### src/rtl/id_ex_stage.sv
// ID/EX pipeline register with EX-stage operand forwarding and load-use bubbles.
// Optional bubble counter enabled by defining ID_EX_BUBBLE_CNT_EN.
module id_ex_stage #(
    parameter int XLEN    = 32,
    parameter int RADDR_W = 5
) (
    input  logic               clk,
    input  logic               rst,
    input  logic               stall,
    input  logic               flush,
    input  logic               in_valid,
    input  logic [XLEN-1:0]    in_pc,
    input  logic [XLEN-1:0]    in_rs1_data,
    input  logic [XLEN-1:0]    in_rs2_data,
    input  logic [XLEN-1:0]    in_imm,
    input  logic [RADDR_W-1:0] in_rs1_addr,
    input  logic [RADDR_W-1:0] in_rs2_addr,
    input  logic [RADDR_W-1:0] in_rd_addr,
    input  logic [3:0]         in_alu_op,
    input  logic               in_alu_src_imm,
    input  logic               in_alu_src_pc,
    input  logic               in_reg_write,
    input  logic               in_mem_read,
    input  logic               in_mem_write,
    input  logic               in_mem_to_reg,
    input  logic [RADDR_W-1:0] exm_rd,
    input  logic               exm_reg_write,
    input  logic [XLEN-1:0]    exm_result,
    input  logic [RADDR_W-1:0] mwb_rd,
    input  logic               mwb_reg_write,
    input  logic [XLEN-1:0]    mwb_result,
    output logic [XLEN-1:0]    alu_a,
    output logic [XLEN-1:0]    alu_b,
    output logic [3:0]         alu_op,
    output logic [XLEN-1:0]    store_data,
    output logic [RADDR_W-1:0] ex_rd,
    output logic               ex_reg_write,
    output logic               ex_mem_read,
    output logic               ex_mem_write,
    output logic               ex_mem_to_reg,
    output logic               ex_valid,
    output logic               load_use,
    output logic [XLEN-1:0]    bubble_count
);

    typedef struct packed {
        logic               valid;
        logic [RADDR_W-1:0] rd;
        logic [3:0]         alu_op;
        logic               src_imm;
        logic               src_pc;
        logic               reg_write;
        logic               mem_read;
        logic               mem_write;
        logic               mem_to_reg;
    } ctrl_t;

    typedef struct packed {
        logic [XLEN-1:0]    pc;
        logic [XLEN-1:0]    rs1_data;
        logic [XLEN-1:0]    rs2_data;
        logic [XLEN-1:0]    imm;
        logic [RADDR_W-1:0] rs1;
        logic [RADDR_W-1:0] rs2;
    } data_t;

    ctrl_t ctrl_q;
    ctrl_t ctrl_d;
    data_t data_q;
    data_t data_d;
    logic  capture;

    logic [XLEN-1:0] fwd_rs1;
    logic [XLEN-1:0] fwd_rs2;

    assign load_use = ctrl_q.valid & ctrl_q.mem_read
                    & (ctrl_q.rd != '0) & in_valid
                    & ((in_rs1_addr == ctrl_q.rd)
                     | (in_rs2_addr == ctrl_q.rd));

    assign capture = ~flush & ~stall & ~load_use;

    assign ctrl_d = '{
        valid:      in_valid,
        rd:         in_rd_addr,
        alu_op:     in_alu_op,
        src_imm:    in_alu_src_imm,
        src_pc:     in_alu_src_pc,
        reg_write:  in_reg_write,
        mem_read:   in_mem_read,
        mem_write:  in_mem_write,
        mem_to_reg: in_mem_to_reg
    };

    assign data_d = '{
        pc:       in_pc,
        rs1_data: in_rs1_data,
        rs2_data: in_rs2_data,
        imm:      in_imm,
        rs1:      in_rs1_addr,
        rs2:      in_rs2_addr
    };

    // Control register: flush beats stall, load-use bubbles when not stalled.
    always_ff @(posedge clk or posedge rst) begin
        if (rst) begin
            ctrl_q <= '0;
        end else if (flush) begin
            ctrl_q <= '0;
        end else if (!stall) begin
            if (load_use) begin
                ctrl_q <= '0;
            end else begin
                ctrl_q <= ctrl_d;
            end
        end
    end

    // Data register only moves on a real capture; bubbles leave it stale.
    always_ff @(posedge clk or posedge rst) begin
        if (rst) begin
            data_q <= '0;
        end else if (capture) begin
            data_q <= data_d;
        end
    end

    // Forward rs1: EX/MEM has priority over MEM/WB, x0 never forwarded.
    always_comb begin
        fwd_rs1 = data_q.rs1_data;
        if (exm_reg_write && exm_rd != '0 && exm_rd == data_q.rs1) begin
            fwd_rs1 = exm_result;
        end else if (mwb_reg_write && mwb_rd != '0
                     && mwb_rd == data_q.rs1) begin
            fwd_rs1 = mwb_result;
        end
    end

    // Forward rs2 with the same priority rules.
    always_comb begin
        fwd_rs2 = data_q.rs2_data;
        if (exm_reg_write && exm_rd != '0 && exm_rd == data_q.rs2) begin
            fwd_rs2 = exm_result;
        end else if (mwb_reg_write && mwb_rd != '0
                     && mwb_rd == data_q.rs2) begin
            fwd_rs2 = mwb_result;
        end
    end

    assign alu_a         = ctrl_q.src_pc  ? data_q.pc  : fwd_rs1;
    assign alu_b         = ctrl_q.src_imm ? data_q.imm : fwd_rs2;
    assign store_data    = fwd_rs2;
    assign alu_op        = ctrl_q.alu_op;
    assign ex_rd         = ctrl_q.rd;
    assign ex_valid      = ctrl_q.valid;
    assign ex_reg_write  = ctrl_q.reg_write;
    assign ex_mem_read   = ctrl_q.mem_read;
    assign ex_mem_write  = ctrl_q.mem_write;
    assign ex_mem_to_reg = ctrl_q.mem_to_reg;

`ifdef ID_EX_BUBBLE_CNT_EN
    logic            bubble_ld;
    logic [XLEN-1:0] bubble_q;

    assign bubble_ld = flush | (~stall & load_use);

    // Count every edge that loads a bubble; wraps naturally.
    always_ff @(posedge clk or posedge rst) begin
        if (rst) begin
            bubble_q <= '0;
        end else if (bubble_ld) begin
            bubble_q <= bubble_q + 1'b1;
        end
    end

    assign bubble_count = bubble_q;
`else
    assign bubble_count = '0;
`endif

endmodule

### config.mk
export PLATFORM = sky130hd
export DESIGN_NAME = id_ex_stage
export DESIGN_NICKNAME = d
export VERILOG_FILES = /design/src/rtl/id_ex_stage.sv
export SDC_FILE = /design/constraint.sdc
export NUM_CORES = 1
export LEC_CHECK = 0
export CAP_MARGIN = 20
export CORE_MARGIN = 2
export CORE_UTILIZATION = 40
export CTS_BUF_LIST = sky130_fd_sc_hd__clkbuf_4 sky130_fd_sc_hd__clkbuf_8
export DETAILED_ROUTE_END_ITERATION = 8
export HOLD_SLACK_MARGIN = 0.15
export PLACE_DENSITY = 0.75
export SLEW_MARGIN = 0
export SYNTH_ARGS = -nofsm -noshare
export SYNTH_HDL_FRONTEND = slang
export SYNTH_SLANG_ARGS = --single-unit
### constraint.sdc
create_clock -name clk -period 5.73 [get_ports clk]
set_input_delay 0.573 -clock clk [delete_from_list [all_inputs] [get_ports clk]]
set_output_delay 0.573 -clock clk [all_outputs]
set_load 0.1 [all_outputs]
* Yosys cells after proc, flatten, opt, wreduce, memory -nomap -nowiden *
Index checks and enable logic that the tools add are counted.

storage, ports and cells
  bits in registers = 154
  latch bits = 0
  bits in writable memories = 0
  memory bits (read-only) = 0
  bits of input ports = 234
  output and inout port bits = 143
  logic and storage cells = 50
  memories = 0

cells by class
  add/sub/neg operators = 0
  multiply operators = 0
  div/mod/pow operators = 0
  order comparisons = 0
  eq/ne operators = 7
  shift-type cells = 0
  muxes and demuxes = 9
  bitwise operators = 10
  reductions and logical operators = 9

operators with widths
  kind                  number
  $mux W32              6
  $mux W16              3
  $eq A5 B5 Y1          6
  $reduce_bool A5 Y1    3
  $and A1 B1 Y1         6
  $logic_and A1 B1 Y1   6
  $not A1 Y1            3
  $ne A2 B1 Y1 const B  1
  $or A1 B1 Y1          1

* Logic depth before layout (Yosys ltp) *
  word-level depth = 7
  mapped depth = 7

* Worst setup path after synthesis *
No wires, ideal clock.

  path type = in2out
  start = in exm_rd[1]
  end = out alu_b[30]
  data arrival time = 4105 ps
  required time = 5157 ps
  slack = 1052 ps
  cell stages on the path = 7
  cell sequence = or4_1 -> o211ai_2 -> buf_4 -> buf_6 -> nor3_1 -> a31oi_1 -> mux2_1

between the ends
  word-level cells in the longest chain between the ends = 5
  elaborated cells on any way between the ends = 6
  classes of those cells = eq/ne (1); mux (2); reduce/logical (3)

ends and longest elaborated chain
  item                     RTL line  RTL
  start: declaration       26        input logic [RADDR_W-1:0] exm_rd,
  $reduce_bool A5 Y1       142       if (exm_reg_write && exm_rd != '0 && exm_rd == data_q.rs2) begin
  $logic_and A1 B1 Y1      142
  $logic_and A1 B1 Y1 (*)  142
  $mux W32 (*)             142
  via store_data[30]       35        output logic [XLEN-1:0] store_data,
  $mux W32 (*)             151       assign alu_b = ctrl_q.src_imm ? data_q.imm : fwd_rs2;
  end: declaration         33        output logic [XLEN-1:0] alu_b,

The timed path passes the listed nets; every way through them passes the cells marked *.

* Final worst setup path *
  start = in exm_rd[1]
  end = out alu_a[12]

between the ends
  word-level cells in the longest chain between the ends = 5
  elaborated cells on any way between the ends = 6
  classes of those cells = eq/ne (1); mux (2); reduce/logical (3)

ends and longest elaborated chain
  item                     RTL line  RTL
  $reduce_bool A5 Y1       131       if (exm_reg_write && exm_rd != '0 && exm_rd == data_q.rs1) begin
  $logic_and A1 B1 Y1      131
  $logic_and A1 B1 Y1 (*)  131
  $mux W32 (*)             131
  $mux W32 (*)             150       assign alu_a = ctrl_q.src_pc ? data_q.pc : fwd_rs1;
  end: declaration         32        output logic [XLEN-1:0] alu_a,

Mark *: on every way between the ends. The rest lies on a longest branch, timed or not.

==> run_results.csv <==
group,metric,value,unit
run_status,run_status,"completed",
floorplan,io_pins,377,
yosys,post_synth_inst_count,895,
worst_setup_path,regToRegSetupSlack,2700,ps
placed_design,dpl_worst_slack,1573,ps
final_layout,syn2layout_area_growth,44.48,%
floorplan,coreArea,22640,um^2
yosys,synth-edff-count,0,
worst_setup_path,setup.worst_path.class,"in2out",
route,post-route-drc-count,0,
power,swShare,46.88,%
final_layout,final_layout_size_suffix_gt1_share,17.78,%
sta,grt_setup_unrepaired,"no",
clock_tree,clock_tree.buffer_depth,2,
sta,worst-slew-pin-transition,1053,ps
clock_tree,clock-root-buffer,"sky130_fd_sc_hd__clkbuf_8",
route,detail_route.wl_per_cell,23.39,um
worst_setup_path,reg2regPathDepth,6,
sta,finalWorstSetupSlack,1594,ps
sta,final_cycle_utilization_of_the_critical_path,72.19,%
global_routing,grtUsageTotal,28.36,%
global_routing,largest_net_degree_at_the_start_of_global_routing,139,
power,power_density,346.0,nW/um^2
worst_setup_path,critical_path_peak_fanout,22,
floorplan,initial_core_util,40.82,%
yosys,seq_area_frac_synth,41.70,%
clock_tree,cts_tree,"yes",
route,drt-initial-drc-count,419,
worst_setup_path,cp-start-kind,"primary input",
yosys,avg_inst_size_synth,10.33,um^2
sta,period_needed,4136,ps
floorplan,die_width,156,um
hold_path,path_category_of_the_worst_min_delay_check,"in2async",
sta,relSlewSlack,29.79,%
sta,setup_violations,0,
worst_setup_path,origin_of_the_critical_flop_to_flop_path,"ex_rd[3]$_DFFE_PP0P_",
route,routed_wirelength,35010,um
final_layout,post_layout_nonfiller_instances,1497,
sta,final-max-slew-violation-count,0,
placed_design,dp_hpwl,27030,um
floorplan,die_y,156,um
final_layout,largest_register_ffs,138,
worst_setup_path,timing.rr.end,"data_q[63]$_DFFE_PP0P_",
clock_tree,holdBufCountCts,0,
floorplan,placementRows,55,
global_routing,grt_pass1_vias,8413,
job,maxCapViolCount,0,
global_routing,grt_first_pass_wirelength,51120,um
clock_tree,cts_made_buffers,17,
power,power.switching,2.166,mW
placed_design,port_buffers,344,
yosys,ys_types,41,
power,irDropWorstVdd,0.1640,mV
clock_tree,post-cts-setup-buffers,0,
yosys,synth_ff_type,"sky130_fd_sc_hd__dfrtp_1",
power,leakage_component_of_the_power,5.439,nW
sta,fin_hold_ws,452.1,ps
sta,timing.clock.skew,17.81,ps
worst_setup_path,worstPathRequired,5160,ps
clock_tree,h_tree_levels,4,
yosys,yosys_warnings,0,
route,vias_per_cell,5.464,
final_layout,max_flop_register,"data_q",
sta,max_freq,241.8,MHz
yosys,synth_async_sr_flop_share,100.0,%
clock_tree,clk_latency,450,ps
power,fraction_of_power_consumed_by_the_clock_network,20.5,%
global_routing,initial_antenna_violation_count,4,
clock_tree,resized_after_cts,0,
worst_setup_path,end_kind,"output port",
placed_design,post-place-cells,1463,
power,p_seq_share,28.9,%
clock_tree,cts.sink_count,154,
power,combinational_group_share_of_total_power,50.6,%
yosys,synth.ff_latch_count,154,
final_layout,final_nets,1431,
sta,hold_viol_final,0,
yosys,syn_area,9241,um^2
route,drt_first_pass_iters,5,
route,route.antenna.remaining_nets,0,
sta,timing.setup.tns,0,ps
route,via_count,8180,
worst_setup_path,worstPathArrival,3560,ps
floorplan,die_area,24340,um^2
placed_design,finalWeightedCongestion,0.9062,
clock_tree,clock_transition_at_path_regs,100,ps
global_routing,grt_remaining_overflow,0,
power,cell_internal_power_dissipation,2.454,mW
==> power groups by stage <==
stage          clock network [mW]  logic [mW]  registers [mW]
3_5_place_dp                    0        2.34            1.36
3_3_place_gp                    0        2.33            1.35
5_1_grt                      1.02        2.42            1.36
6_report                    0.946        2.34            1.34
2_1_floorplan                   0        1.63            1.33
4_1_cts                     0.964        2.35            1.34
==> metal layers <==
layer | GRT usage [%] | up-vias | routed length [um]
met2 | 49.79 | 368 | 17730
met1 | 31.53 | 4006 | 12890
met3 | 8.500 | 65 | 2904
met5 | 0 | - | 11
met4 | 13.28 | 2 | 1474
li1 | - | 3739 | -
==> layout by cell type (no fill, tap or decap), types with 18 or more instances in the layout <==
cell                              count
sky130_fd_sc_hd__dfrtp_1            152
sky130_fd_sc_hd__nand4_1             20
sky130_fd_sc_hd__nor3_1              52
sky130_fd_sc_hd__nand2_1             64
sky130_fd_sc_hd__o31ai_1             34
sky130_fd_sc_hd__xnor2_1             18
sky130_fd_sc_hd__a211oi_1            32
sky130_fd_sc_hd__inv_1               39
sky130_fd_sc_hd__nor2_1              79
sky130_fd_sc_hd__buf_4               73
sky130_fd_sc_hd__mux2_1             139
sky130_fd_sc_hd__clkbuf_8            18
sky130_fd_sc_hd__buf_12              44
sky130_fd_sc_hd__clkdlybuf4s50_1    248
sky130_fd_sc_hd__conb_1              32
sky130_fd_sc_hd__a31oi_1             18
sky130_fd_sc_hd__o31ai_2             30
==> per-stage QoR <==
stage / utilization, % / total power, mW / cell area (um^2)
final: 58.97 / 4.620 / 13350
after global routing: 58.97 / 4.791 / 13350
after CTS: 58.94 / 4.652 / 13340
after detailed placement: 56.98 / 3.704 / 12900
after global placement: 56.98 / 3.680 / 12900
after floorplan: - / 2.963 / 9358
==> worst max path at each step <==
stage | startpoint | endpoint | cells after the start
6_report | exm_rd[1] | alu_a[12] | 8
5_1_grt | mwb_rd[4] | alu_b[1] | 7
4_1_cts | exm_rd[1] | alu_a[11] | 8
3_5_place_dp | exm_rd[1] | alu_a[12] | 8
3_3_place_gp | exm_rd[2] | alu_a[11] | 8
2_1_floorplan | rst | alu_op[0]$_DFFE_PP0P_ | 1
==> cells in the mapped netlist, types with 4 or more instances <==
cell type	number	area share (%)
sky130_fd_sc_hd__a211oi_1	32	2.6
sky130_fd_sc_hd__a21oi_1	9	0.49
sky130_fd_sc_hd__a221oi_1	4	0.38
sky130_fd_sc_hd__a221oi_2	10	1.6
sky130_fd_sc_hd__a31oi_1	18	1.2
sky130_fd_sc_hd__buf_2	13	0.70
sky130_fd_sc_hd__buf_4	51	4.1
sky130_fd_sc_hd__buf_6	15	1.8
sky130_fd_sc_hd__clkbuf_1	33	1.3
sky130_fd_sc_hd__dfrtp_1	154	42
sky130_fd_sc_hd__inv_1	40	1.6
sky130_fd_sc_hd__mux2_1	139	17
sky130_fd_sc_hd__mux2_2	17	2.1
sky130_fd_sc_hd__nand2_1	64	2.6
sky130_fd_sc_hd__nand4_1	20	1.4
sky130_fd_sc_hd__nor2_1	79	3.2
sky130_fd_sc_hd__nor2b_1	11	0.74
sky130_fd_sc_hd__nor3_1	53	2.9
sky130_fd_sc_hd__o21ai_0	9	0.49
sky130_fd_sc_hd__o31ai_1	34	2.8
sky130_fd_sc_hd__o31ai_2	30	4.1
sky130_fd_sc_hd__o41ai_1	7	0.66
sky130_fd_sc_hd__xnor2_1	18	1.7
sky130_fd_sc_hd__xor2_1	11	1.0
==> layout make-up <==
cell class | count | area (um^2)
Timing Repair Buffer | 365 | 3911
Sequential cell | 154 | 3856
Clock buffer | 19 | 255.2
Inverter | 40 | 155.1
Multi-Input combinational cell | 619 | 4622
Antenna cell | 3 | 7.507
Clock inverter | 12 | 187.7
Fill cell | 1972 | 9289
Tap cell | 285 | 356.6
==> kinds of logic (layout without fill, tap and decap cells) <==
family                 Yosys count  in the layout  share of synthesized area (%)
AND/OR/NAND/NOR                241            241                          11.78
AO/OA/AOI/OAI                  161            161                          15.04
multiplexers                   156            156                          19.01
flip-flops                     154            154                          41.70
buffers and inverters          153            436                          9.680
XOR/XNOR                        29             29                          2.748
other                            1             35                        0.04058
==> worst max-delay path, stage by stage <==
cell and delay, ps:
sky130_fd_sc_hd__clkdlybuf4s50_1 470, sky130_fd_sc_hd__or4_1 580, sky130_fd_sc_hd__o21ai_1 200, sky130_fd_sc_hd__or3_1 790, sky130_fd_sc_hd__buf_4 340, sky130_fd_sc_hd__nor2_1 70, sky130_fd_sc_hd__o31ai_2 290, sky130_fd_sc_hd__buf_12 220
Power figures use the tool's default switching activity.
